### src/rtl/countdown_seq_ctrl.sv
// Sequencer for a cascade of 4-bit down-counting digits forming a countdown timer.
// Optional periodic mode: define AUTO_RELOAD_EN to reload the preset on expiry instead of stopping.
module countdown_seq_ctrl #(
  parameter int NUM_DIGITS = 2,
  parameter int TICK_DIV   = 100000000,
  parameter int BCD_MODE   = 1
) (
  input  logic                    clk,
  input  logic                    reset,
  input  logic                    start,
  input  logic                    pause,
  input  logic                    clear,
  input  logic [4*NUM_DIGITS-1:0] preset,
  input  logic [NUM_DIGITS-1:0]   digit_done,
  output logic                    cnt_load,
  output logic [4*NUM_DIGITS-1:0] cnt_load_val,
  output logic [NUM_DIGITS-1:0]   cnt_enable,
  output logic                    cnt_updown,
  output logic                    cnt_mode,
  output logic                    running,
  output logic                    expired
);

  localparam int PW = $clog2(TICK_DIV);
  localparam logic [PW-1:0] TICK_LAST = PW'(TICK_DIV - 1);

  typedef enum logic [2:0] {
    IDLE,
    LOAD,
    CLR,
    RUN,
    PAUSE,
    EXPIRED
  } state_t;

  state_t          state;
  state_t          nxt;
  logic [PW-1:0]   prescaler;
  logic            tick;
  logic            all_done;
  logic            expire;
  logic            reload;
  logic            chain;

  assign tick     = (state == RUN) && (prescaler == TICK_LAST);
  assign all_done = &digit_done;
  assign expire   = tick && all_done;

`ifdef AUTO_RELOAD_EN
  assign reload = expire;
`else
  assign reload = 1'b0;
`endif

  assign cnt_updown = 1'b0;
  assign cnt_mode   = (BCD_MODE != 0);

  // clear beats start beats pause; start is deliberately absent from RUN
  always_comb begin
    nxt = state;
    if (clear && state != CLR) begin
      nxt = CLR;
    end else begin
      case (state)
        IDLE, EXPIRED: if (start) nxt = LOAD;
        LOAD:          nxt = RUN;
        CLR:           nxt = IDLE;
        RUN: begin
          if (expire)     nxt = reload ? LOAD : EXPIRED;
          else if (pause) nxt = PAUSE;
        end
        PAUSE: begin
          if (start)      nxt = LOAD;
          else if (pause) nxt = RUN;
        end
        default:       nxt = IDLE;
      endcase
    end
  end

  // A digit borrows only when every lower digit is already at zero
  always_comb begin
    cnt_enable = '0;
    chain      = tick & ~all_done;
    for (int i = 0; i < NUM_DIGITS; i++) begin
      cnt_enable[i] = chain;
      chain         = chain & digit_done[i];
    end
  end

  always_ff @(posedge clk or negedge reset) begin
    if (!reset) begin
      state        <= IDLE;
      prescaler    <= '0;
      cnt_load     <= 1'b0;
      cnt_load_val <= '0;
      running      <= 1'b0;
      expired      <= 1'b0;
    end else begin
      state        <= nxt;
      cnt_load     <= (nxt == LOAD) || (nxt == CLR);
      cnt_load_val <= (nxt == LOAD) ? preset : '0;
      running      <= (nxt == RUN) || ((nxt == LOAD) && reload);
      expired      <= (nxt == EXPIRED) || ((nxt == LOAD) && reload);
      if (state == LOAD) begin
        prescaler <= '0;
      end else if (state == RUN) begin
        prescaler <= tick ? '0 : prescaler + 1'b1;
      end
    end
  end

endmodule
### config.mk
export PLATFORM = sky130hd
export DESIGN_NAME = countdown_seq_ctrl
export DESIGN_NICKNAME = d
export VERILOG_FILES = /design/src/rtl/countdown_seq_ctrl.sv
export SDC_FILE = /design/constraint.sdc
export NUM_CORES = 1
export LEC_CHECK = 0
export CAP_MARGIN = 10
export CORE_MARGIN = 10
export CORE_UTILIZATION = 49
export CTS_CLUSTER_SIZE = 8
export DETAILED_ROUTE_END_ITERATION = 16
export PLACE_DENSITY = 0.82
export SLEW_MARGIN = 40
export SYNTH_ARGS = -nofsm -noshare
export SYNTH_HDL_FRONTEND = slang
export SYNTH_SLANG_ARGS = --single-unit
### constraint.sdc
create_clock -name clk -period 2.2 [get_ports clk]
set_clock_uncertainty 0.15 [all_clocks]
set_input_delay 0.44 -clock clk [delete_from_list [all_inputs] [get_ports clk]]
set_output_delay 0.44 -clock clk [all_outputs]
set_load 0.03 [all_outputs]
After elaboration in Yosys (flattened, before gate mapping)
Cells that the tools add are included.
- $add $sub $neg: 1
- eq/ne operators: 10
- muxes and demuxes: 11
- bitwise logic cells: 3
- reductions and logical operators: 8
- operators by type and width (operator ; count):
    27-bit two-way mux ; 3
    27-bit by 1-bit adder with 27-bit output (second input constant) ; 1
    27-bit equality test (second input constant) ; 1
    3-bit two-way mux ; 6
    3-bit one-hot mux with 4 select lines ; 1
    3-bit by 2-bit equality test with 1-bit output (second input constant) ; 3
    3-bit equality test (second input constant) ; 3
    8-bit two-way mux ; 1
    3-bit by 1-bit equality test with 1-bit output (second input constant) ; 2
    1-bit logical AND ; 3
    3-bit zero test ; 1
    3-bit by 2-bit inequality test with 1-bit output (second input constant) ; 1
    1-bit bitwise AND ; 2
    2-bit AND reduction ; 1
    2-bit nonzero test ; 1
    2-bit OR reduction ; 1
    1-bit logical OR ; 1
    1-bit inverter ; 1
- register bits: 41
- input port bits: 15

Logic depth before layout (Yosys ltp)
Gate-level depths: netlist (run 1).
- depth after elaboration: 8
- gate-level depth with buffers: 8
- gate-level depth less buffers: 6

Worst setup path after synthesis (run 1)
No wires, ideal clock.
- path type: reg2out
- start: register prescaler[11]
- end: output cnt_enable[1]
- arrival: 1988 ps
- data required time: 1610 ps
- path slack: -378 ps
- cell stages (with the launch flop): 5
- path buffers: 0
- cell sequence: dfrtp_1 or4_4 nor4_4 nand2_1 nor3b_1
- cells in the longest elaborated chain, start to end: 4
- RTL lines (what ; RTL line ; source):
    start, declared ; 38 ; logic [PW-1:0] prescaler;
    start signal, assigned ; 108 ; prescaler <= tick ? '0 : prescaler + 1'b1;
    27-bit equality test ; 45 ; assign tick = (state == RUN) && (prescaler == TICK_LAST);
    1-bit logical AND ; 45 ;
    1-bit bitwise AND ; 84 ; chain = tick & ~all_done;
    1-bit bitwise AND ; 87 ; chain = chain & digit_done[i];
    end, declared ; 17 ; output logic [NUM_DIGITS-1:0] cnt_enable,
No other way between the ends.

Worst setup path in the final report (run 1)
Ends and elaborated chain as after synthesis.

==> results.sh, run 1 <==
export IMPL_outcome="finished, violations left"
export IMPL_violations="setup timing"
export IMPL_ios=30
export IMPL_synth_flop_cell="dfrtp_1"
export IMPL_drive_gt1_frac=0.290
export IMPL_finalHoldViolCount=0
export IMPL_placed_cells=349
export IMPL_drt_pass1_iter_count=5
export IMPL_via_per_inst=6.13
export IMPL_power_total_mw=2.14
export IMPL_ant_nets=0
export IMPL_start_util=0.511
export IMPL_synth_top_area_frac=0.458
export IMPL_rsz0062_at_grt="true"
export IMPL_ys_async_sr_fraction=1.00
export IMPL_crit_path_start="prescaler[11]"
export IMPL_die_h_um=87.6
export IMPL_synth_seq_cells=41
export IMPL_grt_ovfl_total=0
export IMPL_setup_viol=12
export IMPL_max_clock_freq_mhz=389
export IMPL_syn_inst=248
export IMPL_synthToLayoutAreaGrowth_pct=43.0
export IMPL_synth_common_cells="dfrtp_1, a21oi_1, o21ai_0, inv_1, nand2_1"
export IMPL_fp_dieW_um=87.6
export IMPL_finalNonFillerCells=366
export IMPL_hp_class="reg2reg"
export IMPL_synth_edff_count=0
export IMPL_avgSynthCellArea_um2=9.03
export IMPL_p_sw_mw=0.633
export IMPL_ys_warn_count=0
export IMPL_crit_path_top_delay_cell="or4_4"
export IMPL_totalWireLength_um=6700
export IMPL_cts_made_buffers=5
export IMPL_fin_nets=329
export IMPL_fin_crit_sh=1.17
export IMPL_dr_first_iter_drc_count=260
export IMPL_crit_chain="or4_4 -> nor4_4 -> nand2_2 -> nor3b_2 -> buf_4"
export IMPL_core_area_mm2=0.00438
export IMPL_p_clk_frac=0.339
export IMPL_maxCapViolations=0
export IMPL_clock_sinks=41
export IMPL_crit_fanout=2
export IMPL_worstMarginPinSlew_ns=0.503
export IMPL_gp_congestion=0.835
export IMPL_cts_tree="built"
export IMPL_num_rows=24
export IMPL_gr_usage_all_layers=0.167
export IMPL_ys_top_cells_by_area="dfrtp_1, a21oi_1, o21ai_0"
export IMPL_clkSlewWorstSetupHoldPaths_ns=0.08
export IMPL_grt_pass1_vias=2263
export IMPL_ys_types=51
export IMPL_worstSetupPathType="reg2out"
export IMPL_postLayoutCoreUtil=0.730
export IMPL_drc=0
export IMPL_grt_pass1_wl_um=10300
export IMPL_placed_area_mm2=0.00280
export IMPL_grt_max_degree=23
export IMPL_power_leakage_nw=1.42
export IMPL_routedWlPerCell_um=18.3
export IMPL_finalCriticalPeriod_ns=2.57
export IMPL_via_count=2245
export IMPL_port_buffers=27
export IMPL_cp_required_ns=1.61
export IMPL_htreeDepth=2
export IMPL_setup_tns_ns=-1.15
export IMPL_hpwl_um=4210
export IMPL_synth_most_common_cell="dfrtp_1"
export IMPL_antenna_found_initial=0
export IMPL_start_kind="flop"
export IMPL_diodes=0
export IMPL_r2r_start="prescaler[11]"
export IMPL_place_ws_ns=-0.0477
export IMPL_clkLatencyLatePin_ns=0.30
export IMPL_dieArea_mm2=0.00767
export IMPL_clock_path_buffers=2
export IMPL_powerDensity_mw_per_mm2=668
export IMPL_cp_end_kind="primary output"
export IMPL_p_int_mw=1.51
export IMPL_num_fill_cells=284
export IMPL_vdd_ir_drop_max_uv=459
export IMPL_swShare=0.296
export IMPL_synth_top_area_cell="dfrtp_1"
export IMPL_worstPathArrival_ns=1.98
export IMPL_slew_headroom=0.664
export IMPL_pwr_share_comb=0.275
export IMPL_finalMaxSlewViolations=0
export IMPL_worst_slack_ns=-0.370
export IMPL_syn_num_nets=264
export IMPL_min_delay_start="prescaler[26]"
export IMPL_synthesis_area_mm2=0.00224
export IMPL_clock_root_buffer="clkbuf_8"
export IMPL_holdWs_ns=0.364
export IMPL_seq_area_frac_synth=0.458
export IMPL_power_frac_seq=0.386
export IMPL_cp_slowest_stage_delay_ns=0.55
export IMPL_finish_instance_area_mm2=0.00320
==> cell families (layout without fill, tap and decap cells) <==
group	count (synthesis)	after routing	share of synthesized area
simple gates	95	95	0.265
mux	1	1	0.00447
buf+inv	34	100	0.0687
fa+ha+maj	1	1	0.00559
other cells	2	2	0.00336
xor+xnor	1	1	0.00391
flops	41	41	0.458
compound gates	73	73	0.191
==> power groups by stage <==
stage / combinational (mW) / sequential [mW] / clock (mW)
finish: 0.588 / 0.826 / 0.724
global route: 0.633 / 0.830 / 0.776
CTS: 0.501 / 0.824 / 0.731
detailed placement: 0.487 / 0.839 / 0
global placement: 0.471 / 0.834 / 0
floorplan: 0.210 / 0.886 / 0
==> layout make-up <==
class | instances | area (µm²) | share of cell area
Clock buffer | 5 | 68.8 | 0.0215
Clock inverter | 3 | 65.1 | 0.0203
Inverter | 20 | 75.1 | 0.0234
Multi-Input combinational cell | 173 | 1220 | 0.382
Sequential cell | 41 | 1030 | 0.320
Tap cell | 52 | 65.1 | 0.0203
Timing Repair Buffer | 72 | 679 | 0.212
==> flip-flops by register name, summed over array words and instances (netlist names) <==
signal and count:
running 1, prescaler 27, cnt_load_val 8, cnt_load 1, expired 1, state 3
==> what timing repair did <==
action	4_1_cts	5_1_grt
hold buffers	1	0
resized for setup	6	40
pin swaps	3	20
cloned	0	3
buffers inserted	2	4
hold endpoints to repair	19	0
endpoints found under the setup margin	11	22
==> critical path: cells and delay by family (launching register included) <==
family | cells | cell delay (ns)
buf+inv | 1 | 0.18
flops | 1 | 0.40
simple gates | 4 | 1.11
==> layout by cell type (no fill, tap or decap), types with 5 or more instances in the layout <==
cell type / n
clkbuf_8: 5
o21ai_1: 7
nor3_2: 7
nand4_1: 11
nor2_1: 10
dfrtp_1: 41
nand2_1: 13
and3_1: 5
buf_6: 5
a21oi_1: 23
a21o_1: 5
inv_1: 20
nor3_1: 5
buf_4: 37
nand3_1: 8
o21ai_0: 14
or3_1: 8
clkdlybuf4s50_1: 24
==> routing by layer <==
metal  vias to the layer above  global-route usage  part of all wire
met5                         -                   0                 0
met4                         0              0.0609             0.021
met3                        22              0.0483             0.068
met2                       112               0.276              0.49
met1                      1088               0.201              0.42
li1                       1023                   -                 -
==> worst paths after layout <==
check	endpoint	slack (ns)	cells after the start
setup / recovery	cnt_enable[1]	-0.37	5
hold / removal	prescaler[26]	0.36	1
setup reg to reg	cnt_load_val[3]	-0.10	7
hold reg to reg	prescaler[26]	0.36	1
max in group asynchronous	prescaler[14]	0.92	3
min in group asynchronous	prescaler[23]	0.49	2
No activity file was read; power rests on OpenSTA's default activity.
==> run 2: changes to the inputs <==
GPL_TIMING_DRIVEN = 0   (was unset)
RECOVER_POWER = 25   (was unset)
==> run 2 against run 1 <==
Against the previous run:
- the flow still finishes with violations (setup timing)
- register-to-register slack hardly changed
- non-clock buffer count is 7 lower
- wire length is 4.0% lower
- critical path depth stayed put
- via count is 0.49% lower
- count of clock-buffer cells in the layout stayed put
- combinational power is 4.9% lower
- core utilization is 2.8 points lower
- worst setup slack worse by 0.011 ns
- final cell count is 1.9% lower
- critical endpoint unchanged
- largest cell class unchanged
==> results.sh, run 2 (same netlist as run 1, synthesis figures left out) <==
export IMPL_core_area_mm2=0.00438
export IMPL_crit_family="simple AND/OR/NAND/NOR gates"
export IMPL_via_count=2234
export IMPL_r2r_start="prescaler[11]"
export IMPL_largest_registers="prescaler x27, cnt_load_val x8, state x3"
export IMPL_slew_headroom=0.323
export IMPL_cp_required_ns=1.61
export IMPL_gr_usage_all_layers=0.166
export IMPL_worst_path_stages=5
export IMPL_power_frac_seq=0.447
export IMPL_hp_class="reg2reg"
export IMPL_cp_end_kind="primary output"
export IMPL_power_total_mw=1.90
export IMPL_finish_instance_area_mm2=0.00308
export IMPL_setup_tns_ns=-2.22
export IMPL_reg2reg_depth=8
export IMPL_use_met1=0.199
export IMPL_r2r_end="prescaler[3]"
export IMPL_clkLatencyLatePin_ns=0.30
export IMPL_placed_cells=327
export IMPL_grt_pass1_vias=2115
export IMPL_cp_buffers_inverters=1
export IMPL_p_sw_mw=0.635
export IMPL_synthToLayoutAreaGrowth_pct=37.5
export IMPL_fin_crit_sh=1.17
export IMPL_routedWlPerCell_um=17.9
export IMPL_hpwl_um=3760
export IMPL_p_clk_frac=0.260
export IMPL_clock_root_buffer="clkbuf_8"
export IMPL_maxCapViolations=0
export IMPL_power_leakage_nw=1.31
export IMPL_gp_congestion=0.853
export IMPL_drc=0
export IMPL_fp_dieW_um=87.6
export IMPL_hold_end="prescaler[0]"
export IMPL_violations="setup timing"
export IMPL_outcome="finished, violations left"
export IMPL_layout_commonest_cell="dfrtp_1"
export IMPL_drt_pass1_iter_count=6
export IMPL_powerDensity_mw_per_mm2=619
export IMPL_grt_util_met2=0.265
export IMPL_dr_first_iter_drc_count=335
export IMPL_antenna_found_initial=0
export IMPL_postLayoutCoreUtil=0.702
export IMPL_grt_max_degree=42
export IMPL_worst_slack_ns=-0.381
export IMPL_clock_sinks=41
export IMPL_start_util=0.511
export IMPL_totalWireLength_um=6440
export IMPL_crit_fanout=2
export IMPL_ant_nets=0
export IMPL_htreeDepth=2
export IMPL_fin_nets=322
export IMPL_cts_made_buffers=5
export IMPL_final_cell_mix="dfrtp_1, clkdlybuf4s50_1, inv_1"
export IMPL_grt_pass1_wl_um=10200
export IMPL_largest_register_ffs=27
export IMPL_num_fill_cells=305
export IMPL_clkSlewWorstSetupHoldPaths_ns=0.08
export IMPL_finalCriticalPeriod_ns=2.58
export IMPL_diodes=0
export IMPL_min_delay_start="prescaler[0]"
export IMPL_port_buffers=27
export IMPL_worstPathArrival_ns=1.99
export IMPL_dieArea_mm2=0.00767
export IMPL_via_per_inst=6.22
export IMPL_worstMarginPinSlew_ns=1.02
export IMPL_top_register="prescaler"
export IMPL_ios=30
export IMPL_grt_ovfl_total=0
export IMPL_crit_path_top_delay_cell="or4_4"
export IMPL_placed_area_mm2=0.00258
export IMPL_r2r_setup_slack_ns=-0.10
export IMPL_worstSetupPathType="reg2out"
export IMPL_grt_busiest_layer="met2"
export IMPL_crit_chain="or4_4 -> nor4_4 -> nand2_1 -> nor3b_2 -> buf_4"
export IMPL_whs_path_depth=1
export IMPL_die_h_um=87.6
export IMPL_use_met3=0.0604
export IMPL_finalMaxSlewViolations=0
export IMPL_cts_tree="built"
export IMPL_rsz0062_at_grt="true"
export IMPL_max_clock_freq_mhz=387
export IMPL_finalHoldViolCount=0
export IMPL_drive_gt1_frac=0.280
export IMPL_num_rows=24
export IMPL_start_kind="flop"
export IMPL_p_int_mw=1.27
export IMPL_pwr_share_comb=0.293
export IMPL_setup_viol=26
export IMPL_cp_slowest_stage_delay_ns=0.57
export IMPL_clock_path_buffers=2
export IMPL_finalNonFillerCells=359
export IMPL_vdd_ir_drop_max_uv=543
export IMPL_swShare=0.334
## run 2: worst max-delay path by stage
stage | from | endpoint
2_1_floorplan | prescaler[11] | cnt_enable[1]
3_3_place_gp | prescaler[0] | cnt_enable[1]
3_5_place_dp | prescaler[0] | cnt_enable[1]
4_1_cts | prescaler[11] | cnt_enable[1]
5_1_grt | prescaler[11] | cnt_enable[1]
6_report | prescaler[11] | cnt_enable[1]
## run 2: stage by stage
step / setup slack, ns / hold WS (ns)
2_1_floorplan: -0.125 / -0.00559
3_3_place_gp: -0.657 / 0.330
3_5_place_dp: -0.705 / 0.304
4_1_cts: -0.465 / 0.357
5_1_grt: -0.465 / 0.377
6_report: -0.381 / 0.364
## run 2: what timing repair did
item                                    4_1_cts  5_1_grt
hold buffers                                  1        0
cloned                                        5        1
resized for setup                            64       26
endpoints found under the setup margin       26       41
hold endpoints to repair                     41        0
pin swaps                                    27       14
setup buffers                                10       12
## run 2: power groups by stage
stage	clock network, mW	logic (mW)	registers [mW]
after CTS	0.504	0.497	0.853
after detailed placement	0	0.386	0.859
after floorplan	0	0.210	0.886
after global routing	0.540	0.599	0.858
final	0.495	0.559	0.851
after global placement	0	0.375	0.856
## run 2: final cells by class
class	instances	area (µm²)	share of cell area
clock buffer	5	68.8	0.0224
tap	52	65.1	0.0211
clock inverter	3	17.5	0.00569
multi-input combinational	173	1210	0.394
buffer	14	108	0.0350
sequential	41	1030	0.336
inverter	20	75.1	0.0244
timing repair buffer	51	497	0.161
## run 2: routing by layer
| metal | vias to the layer above | share of wire |
|---|---|---|
| li1 | 1015 | - |
| met1 | 1050 | 0.40 |
| met4 | 0 | 0.030 |
| met5 | - | 0 |
| met3 | 27 | 0.099 |
| met2 | 142 | 0.48 |
==> run 3: changes to the inputs <==
ABC_CLOCK_PERIOD_IN_PS = 2200   (was unset)
==> results of run 3 <==
No change in the layout: final DEF, timing and power equal those of run 2.
